===== config.mk =====
export PLATFORM = sky130hd
export DESIGN_NAME = dmem_port_arbiter_flat
export DESIGN_NICKNAME = d
export VERILOG_FILES = /design/src/rtl/dmem_port_arbiter_if.sv /design/src/rtl/dmem_port_arbiter.sv /design/src/flat_wrapper.sv
export SDC_FILE = /design/constraint.sdc
export NUM_CORES = 1
export LEC_CHECK = 0
export ABC_CLOCK_PERIOD_IN_PS = 4100
export CAP_MARGIN = 20
export CORE_AREA = 2 2 115 117
export CTS_CLUSTER_DIAMETER = 120
export DETAILED_ROUTE_END_ITERATION = 7
export DIE_AREA = 0 0 117 119
export GPL_ROUTABILITY_DRIVEN = 0
export PLACE_DENSITY_LB_ADDON = 0.25
export SLEW_MARGIN = 20
export SYNTH_ARGS = -nofsm -noshare
export SYNTH_HDL_FRONTEND = slang
export SYNTH_SLANG_ARGS = --single-unit

===== constraint.sdc =====
create_clock -name clk -period 4.1 [get_ports clk]
set_input_delay 0.41 -clock clk [delete_from_list [all_inputs] [get_ports clk]]
set_output_delay 0.41 -clock clk [all_outputs]
set_load 0.005 [all_outputs]

===== src/rtl/dmem_port_arbiter_if.sv =====
// Shared data-memory port bundle: MEM-stage requester, external requester and memory side.
// slave = arbiter view, master = environment (pipeline, external agent, memory) view.
interface dmem_port_arbiter_if;
  localparam int unsigned DW = 32;

  logic          core_req;
  logic          core_we;
  logic [DW-1:0] core_addr;
  logic [DW-1:0] core_wdata;
  logic [DW-1:0] core_rdata;
  logic          stall_m;

  logic          ext_req;
  logic          ext_we;
  logic [DW-1:0] ext_addr;
  logic [DW-1:0] ext_wdata;
  logic          ext_gnt;
  logic          ext_done;
  logic [DW-1:0] ext_rdata;

  logic          mem_we;
  logic [DW-1:0] mem_addr;
  logic [DW-1:0] mem_wdata;
  logic [DW-1:0] mem_rdata;

  modport slave (
    input  core_req, core_we, core_addr, core_wdata,
    input  ext_req, ext_we, ext_addr, ext_wdata,
    input  mem_rdata,
    output core_rdata, stall_m,
    output ext_gnt, ext_done, ext_rdata,
    output mem_we, mem_addr, mem_wdata
  );

  modport master (
    output core_req, core_we, core_addr, core_wdata,
    output ext_req, ext_we, ext_addr, ext_wdata,
    output mem_rdata,
    input  core_rdata, stall_m,
    input  ext_gnt, ext_done, ext_rdata,
    input  mem_we, mem_addr, mem_wdata
  );
endinterface


===== src/rtl/dmem_port_arbiter.sv =====
// Shares one data-memory port between the MEM stage and an external requester, inserting wait states.
// Optional DMEM_ARB_PERF_EN adds saturating stall-cycle and external-grant counters.
module dmem_port_arbiter #(
  parameter int unsigned WAIT_CYCLES = 0,
  parameter int unsigned STARVE_MAX  = 4
) (
  input  logic               clk,
  input  logic               reset,
  dmem_port_arbiter_if.slave bus
`ifdef DMEM_ARB_PERF_EN
  ,
  output logic [31:0]        perf_stall_cnt,
  output logic [31:0]        perf_ext_cnt
`endif
);
  localparam int unsigned WCNT_W = (WAIT_CYCLES > 0) ? $clog2(WAIT_CYCLES + 1) : 1;
  localparam int unsigned STV_W  = (STARVE_MAX > 0) ? $clog2(STARVE_MAX + 1) : 1;
  localparam logic [WCNT_W-1:0] WCNT_LAST = WCNT_W'(WAIT_CYCLES);
  localparam logic [STV_W-1:0]  STV_LIMIT = STV_W'(STARVE_MAX);
  localparam logic              ZERO_WAIT = (WAIT_CYCLES == 0);

  typedef enum logic [1:0] {IDLE, CORE_BUSY, EXT_BUSY} state_e;

  state_e            state_q, state_d;
  logic [WCNT_W-1:0] wcnt_q, wcnt_d;
  logic [STV_W-1:0]  starve_q, starve_d;

  logic idle_c, ext_win_c, core_win_c;
  logic own_core_c, own_ext_c, last_c;
  logic stall_c, gnt_c, done_c;

  // Owner: combinational pick in IDLE, the BUSY state itself afterwards.
  always_comb begin : arb
    idle_c     = (state_q == IDLE);
    ext_win_c  = bus.ext_req && (!bus.core_req || (starve_q == STV_LIMIT));
    core_win_c = bus.core_req && !ext_win_c;
    own_core_c = idle_c ? core_win_c : (state_q == CORE_BUSY);
    own_ext_c  = idle_c ? ext_win_c  : (state_q == EXT_BUSY);
    last_c     = idle_c ? ZERO_WAIT  : (wcnt_q == WCNT_LAST);
    stall_c    = bus.core_req && !(own_core_c && last_c);
    gnt_c      = idle_c && ext_win_c;
    done_c     = own_ext_c && last_c;
  end

  always_comb begin : next_state
    state_d  = state_q;
    wcnt_d   = wcnt_q;
    starve_d = starve_q;
    if (idle_c) begin
      if ((core_win_c || ext_win_c) && !ZERO_WAIT) begin
        state_d = core_win_c ? CORE_BUSY : EXT_BUSY;
        wcnt_d  = WCNT_W'(1);
      end
    end else if (last_c) begin
      state_d = IDLE;
      wcnt_d  = '0;
    end else begin
      wcnt_d = wcnt_q + WCNT_W'(1);
    end
    // Only grants lost while the external side keeps asking count towards starvation.
    if (!bus.ext_req || gnt_c) begin
      starve_d = '0;
    end else if (idle_c && core_win_c && (starve_q != STV_LIMIT)) begin
      starve_d = starve_q + STV_W'(1);
    end
  end

  always_ff @(posedge clk or posedge reset) begin : regs
    if (reset) begin
      state_q  <= IDLE;
      wcnt_q   <= '0;
      starve_q <= '0;
    end else begin
      state_q  <= state_d;
      wcnt_q   <= wcnt_d;
      starve_q <= starve_d;
    end
  end

  // Port mux; everything is forced low while reset is held.
  always_comb begin : port_mux
    bus.mem_we     = 1'b0;
    bus.mem_addr   = '0;
    bus.mem_wdata  = '0;
    bus.core_rdata = '0;
    bus.stall_m    = 1'b0;
    bus.ext_gnt    = 1'b0;
    bus.ext_done   = 1'b0;
    bus.ext_rdata  = '0;
    if (!reset) begin
      if (own_core_c) begin
        bus.mem_we     = bus.core_we && bus.core_req;
        bus.mem_addr   = bus.core_addr;
        bus.mem_wdata  = bus.core_wdata;
        bus.core_rdata = bus.mem_rdata;
      end else if (own_ext_c) begin
        bus.mem_we    = bus.ext_we && bus.ext_req;
        bus.mem_addr  = bus.ext_addr;
        bus.mem_wdata = bus.ext_wdata;
      end
      bus.stall_m  = stall_c;
      bus.ext_gnt  = gnt_c;
      bus.ext_done = done_c;
      if (done_c) begin
        bus.ext_rdata = bus.mem_rdata;
      end
    end
  end

`ifdef DMEM_ARB_PERF_EN
  logic [31:0] perf_stall_q, perf_stall_d;
  logic [31:0] perf_ext_q, perf_ext_d;

  always_comb begin : perf_next
    perf_stall_d = perf_stall_q;
    perf_ext_d   = perf_ext_q;
    if (stall_c && (perf_stall_q != '1)) begin
      perf_stall_d = perf_stall_q + 32'd1;
    end
    if (gnt_c && (perf_ext_q != '1)) begin
      perf_ext_d = perf_ext_q + 32'd1;
    end
  end

  always_ff @(posedge clk or posedge reset) begin : perf_regs
    if (reset) begin
      perf_stall_q <= '0;
      perf_ext_q   <= '0;
    end else begin
      perf_stall_q <= perf_stall_d;
      perf_ext_q   <= perf_ext_d;
    end
  end

  assign perf_stall_cnt = perf_stall_q;
  assign perf_ext_cnt   = perf_ext_q;
`endif
endmodule

===== src/flat_wrapper.sv =====
// flat-port wrapper written by rule: the top's interface ports become plain ports
module dmem_port_arbiter_flat 
#(
  parameter int unsigned WAIT_CYCLES = 0,
  parameter int unsigned STARVE_MAX  = 4
)
  (clk, reset, bus_core_req, bus_core_we, bus_core_addr, bus_core_wdata, bus_ext_req, bus_ext_we, bus_ext_addr, bus_ext_wdata, bus_mem_rdata, bus_core_rdata, bus_stall_m, bus_ext_gnt, bus_ext_done, bus_ext_rdata, bus_mem_we, bus_mem_addr, bus_mem_wdata);
  dmem_port_arbiter_if bus_i ();
  input  logic clk;
  input  logic reset;
  input wire logic [$bits(bus_i.core_req)-1:0] bus_core_req;
  input wire logic [$bits(bus_i.core_we)-1:0] bus_core_we;
  input wire logic [$bits(bus_i.core_addr)-1:0] bus_core_addr;
  input wire logic [$bits(bus_i.core_wdata)-1:0] bus_core_wdata;
  input wire logic [$bits(bus_i.ext_req)-1:0] bus_ext_req;
  input wire logic [$bits(bus_i.ext_we)-1:0] bus_ext_we;
  input wire logic [$bits(bus_i.ext_addr)-1:0] bus_ext_addr;
  input wire logic [$bits(bus_i.ext_wdata)-1:0] bus_ext_wdata;
  input wire logic [$bits(bus_i.mem_rdata)-1:0] bus_mem_rdata;
  output wire logic [$bits(bus_i.core_rdata)-1:0] bus_core_rdata;
  output wire logic [$bits(bus_i.stall_m)-1:0] bus_stall_m;
  output wire logic [$bits(bus_i.ext_gnt)-1:0] bus_ext_gnt;
  output wire logic [$bits(bus_i.ext_done)-1:0] bus_ext_done;
  output wire logic [$bits(bus_i.ext_rdata)-1:0] bus_ext_rdata;
  output wire logic [$bits(bus_i.mem_we)-1:0] bus_mem_we;
  output wire logic [$bits(bus_i.mem_addr)-1:0] bus_mem_addr;
  output wire logic [$bits(bus_i.mem_wdata)-1:0] bus_mem_wdata;
  assign bus_i.core_req = bus_core_req;
  assign bus_i.core_we = bus_core_we;
  assign bus_i.core_addr = bus_core_addr;
  assign bus_i.core_wdata = bus_core_wdata;
  assign bus_i.ext_req = bus_ext_req;
  assign bus_i.ext_we = bus_ext_we;
  assign bus_i.ext_addr = bus_ext_addr;
  assign bus_i.ext_wdata = bus_ext_wdata;
  assign bus_i.mem_rdata = bus_mem_rdata;
  assign bus_core_rdata = bus_i.core_rdata;
  assign bus_stall_m = bus_i.stall_m;
  assign bus_ext_gnt = bus_i.ext_gnt;
  assign bus_ext_done = bus_i.ext_done;
  assign bus_ext_rdata = bus_i.ext_rdata;
  assign bus_mem_we = bus_i.mem_we;
  assign bus_mem_addr = bus_i.mem_addr;
  assign bus_mem_wdata = bus_i.mem_wdata;
  dmem_port_arbiter #(.WAIT_CYCLES(WAIT_CYCLES), .STARVE_MAX(STARVE_MAX)) u_core (.clk(clk), .reset(reset), .bus(bus_i));
endmodule

==> results.md <==
* Maximum buffer depth of the clock tree at 2
* Post-DR wirelength/cell at 13.76 µm
* I/O Buffers at 297
* Count of different cell masters after synthesis at 19
* # setup viols final at 0
* Final min period at 3.080 ns
* Relative slew slack at 65.06%
* Sw frac at 22.70%
* Largest Register: u_core.starve_q
* Worst path bufs/invs at 3
* TritonRoute pass-1 iters at 4
* Gr usage total at 11.14%
* DP Area at 4397 µm²
* DRC at 0
* Final setup TNS at 0 ns
* Synth area leaders: a22o_1 (43%), and2_1 (31%), dfrtp_1 (5.8%), buf_6 (4.3%), clkbuf_1 (3.2%)
* Top cell by count, worst path: clkdlybuf4s50_1
* Mapped Cells at 174
* Final ANT Viol Nets at 0
* Top post-synthesis cells by count: and2_1 (65), a22o_1 (64), clkbuf_1 (11)
* Final #Nets at 624
* I/O pins at 298
* Final Util at 34.76%
* Post-synth EDFFs at 0
* DR iter-0 viols at 49
* Clock latency on the worst-skew pair at 0.22 ns
* Setup Fix Bufs, Post-CTS at 0
* Initial antenna violation count at 0
* Post-synthesis register bit count at 3
* Most common cell in the synthesized netlist: and2_1
* Num CTS Buffers at 3
* FFs w/ async S/R, synth at 100.0%
* Synthesized area at 1302 µm²
* Largest net degree at the start of global routing at 51
* Sequential Power Share at 5.6%
* Post-synth top area cell: a22o_1
* CP max FO at 50
* Max reg flops at 3
* Final instance area at 4476 µm²
* DP Wirelength at 7.282 mm
* Register area share after synthesis at 5.764%
* Vias in the first global route at 2379
* Comb power frac at 67.0%
* Initial core utilization at 10.12%
* CP cell instances: clkdlybuf4s50_1 -> a21bo_1 -> and3_4 -> buf_12 -> a22o_1 -> clkdlybuf4s50_1
* Synth warnings at 0
* Post-Syn Nets at 342
* Internal power at 0.4349 mW
* Post-Route WL at 8.683 mm
* Max stage delay on crit path at 0.51 ns
* Die area at 13920 µm²
* NetSw at 0.1277 mW
* CP required at 3.69 ns
* Routed vias/inst at 3.868
* Delay-heaviest family, CP: buffers and inverters
* Fin Hold WS at 0.4096 ns
* CP max stage cell: clkdlybuf4s50_1
* Clk root buf: clkbuf_16
* First-pass GRT wire length at 12.44 mm
* CTS H-tree depth at 1
* Row count at 42
* Antenna Diode Count at 0
* Crit path kind: primary input to output pin
* Hold_buf cts at 0
* Primary FF master, synth: dfrtp_1
* Top flop regs: u_core.starve_q (3)
* CTS tree: built
* Outcome: finished clean
* Tcrit/Tclk final at 75.13%
* Max_cap viols at 0
* Slew Limit Fails at 0
* # fillers at 1350
* Clk_skew at 0.001654 ns
* Mean Syn Cell Area at 7.486 µm²
* CTS clock-pin slew for the worst setup and hold paths at 0.03 ns
* Final Hold Violating Endpoints at 0
* P per Cell Area at 125.7 nW/µm²
* CORE AREA at 12870 µm²
* P_leak at 1.680 nW
* Fmax at 0.3246 GHz
* Worst Path Arrival at 2.67 ns
* Area added between synthesis and finish at 243.6%
* Clock sinks at 3
* Via count at 2441
* Layout cell share with drive strength beyond 1 at 1.758%
* CP endpoint kind: output pin
* GRT overflow at 0
* Tot Pwr at 0.5626 mW
* RSZ-0062 raised after global routing: no
* Worst Tran Pin Value at 0.5241 ns
* Die Y at 119 µm
* Post_cts resized at 0
* Clk pwr share at 27.5%
* Die Width at 117 µm
* Peak supply drop at 0.1457 mV
* Synth top area share at 43.04%
* Hold WC Path Type: primary input to async pin
* Startpoint Class: primary input
## worst paths after layout
| check | startpoint | endpoint | slack, ns | depth (start not counted) |
|---|---|---|---|---|
| max in group asynchronous | reset | u_core.starve_q[1]$_DFFE_PP0P_ | 3.53 | 2 |
| min in group clk | u_core.starve_q[0]$_DFFE_PP0P_ | u_core.starve_q[0]$_DFFE_PP0P_ | 0.47 | 1 |
| worst max-delay path | bus_core_req | bus_mem_addr[13] | 1.02 | 6 |
| worst min register to register | u_core.starve_q[0]$_DFFE_PP0P_ | u_core.starve_q[0]$_DFFE_PP0P_ | 0.47 | 1 |
| worst max register to register | u_core.starve_q[0]$_DFFE_PP0P_ | u_core.starve_q[1]$_DFFE_PP0P_ | 3.01 | 4 |
| worst min-delay path | reset | u_core.starve_q[2]$_DFFE_PP0P_ | 0.41 | 2 |
## per-stage QoR
| stage | std cells | worst slack (ns) |
|---|---|---|
| floorplan | 174 | 2.156 |
| global placement | 627 | 1.026 |
| detailed placement | 627 | 0.9848 |
| CTS | 631 | 0.9787 |
| global route | 631 | 0.8407 |
| finish | 631 | 1.020 |
## area by class of cell
| class | count | area [µm²] | share of cell area (%) |
|---|---|---|---|
| multi-input combinational | 145 | 1082 | 24.18 |
| tap | 176 | 220.2 | 4.920 |
| inverter | 3 | 11.26 | 0.2516 |
| clock buffer | 4 | 78.83 | 1.761 |
| sequential | 3 | 75.07 | 1.677 |
| timing repair buffer | 300 | 3008 | 67.21 |
## per-layer routing
layer | part of all wire, % | global-route usage (%) | vias up
met2 | 52 | 21.53 | 143
met1 | 37 | 11.82 | 1086
met3 | 10 | 2.952 | 12
met4 | 1.3 | 2.279 | 0
met5 | 0 | 0 | -
li1 | - | - | 1200
## kinds of logic (layout without fill, tap and decap cells)
family	after synthesis	after routing	synth area share [%]
compound gates	66	66	44.19
simple gates	76	76	36.12
flops	3	3	5.764
buf+inv	26	307	11.24
mux	1	1	0.7685
fa+ha+maj	2	2	1.921
## placed cells by master (no fill, tap or decap), types with 2 or more instances in the layout
cell and n:
nand3_1 3, dfrtp_1 3, clkdlybuf4s50_1 297, and2_1 65
inv_1 3, ha_1 2, clkbuf_16 3, nor2_1 2
buf_4 2, nand2_1 2, a22o_1 64
## power by group through the flow
stage	combinational (mW)	sequential [mW]	clock, mW
6_report	0.377	0.0314	0.154
5_1_grt	0.405	0.0315	0.163
4_1_cts	0.381	0.0314	0.157
3_5_place_dp	0.379	0.0317	0
3_3_place_gp	0.378	0.0316	0
2_1_floorplan	0.0922	0.0316	0
(Power assumes the default switching activity.)
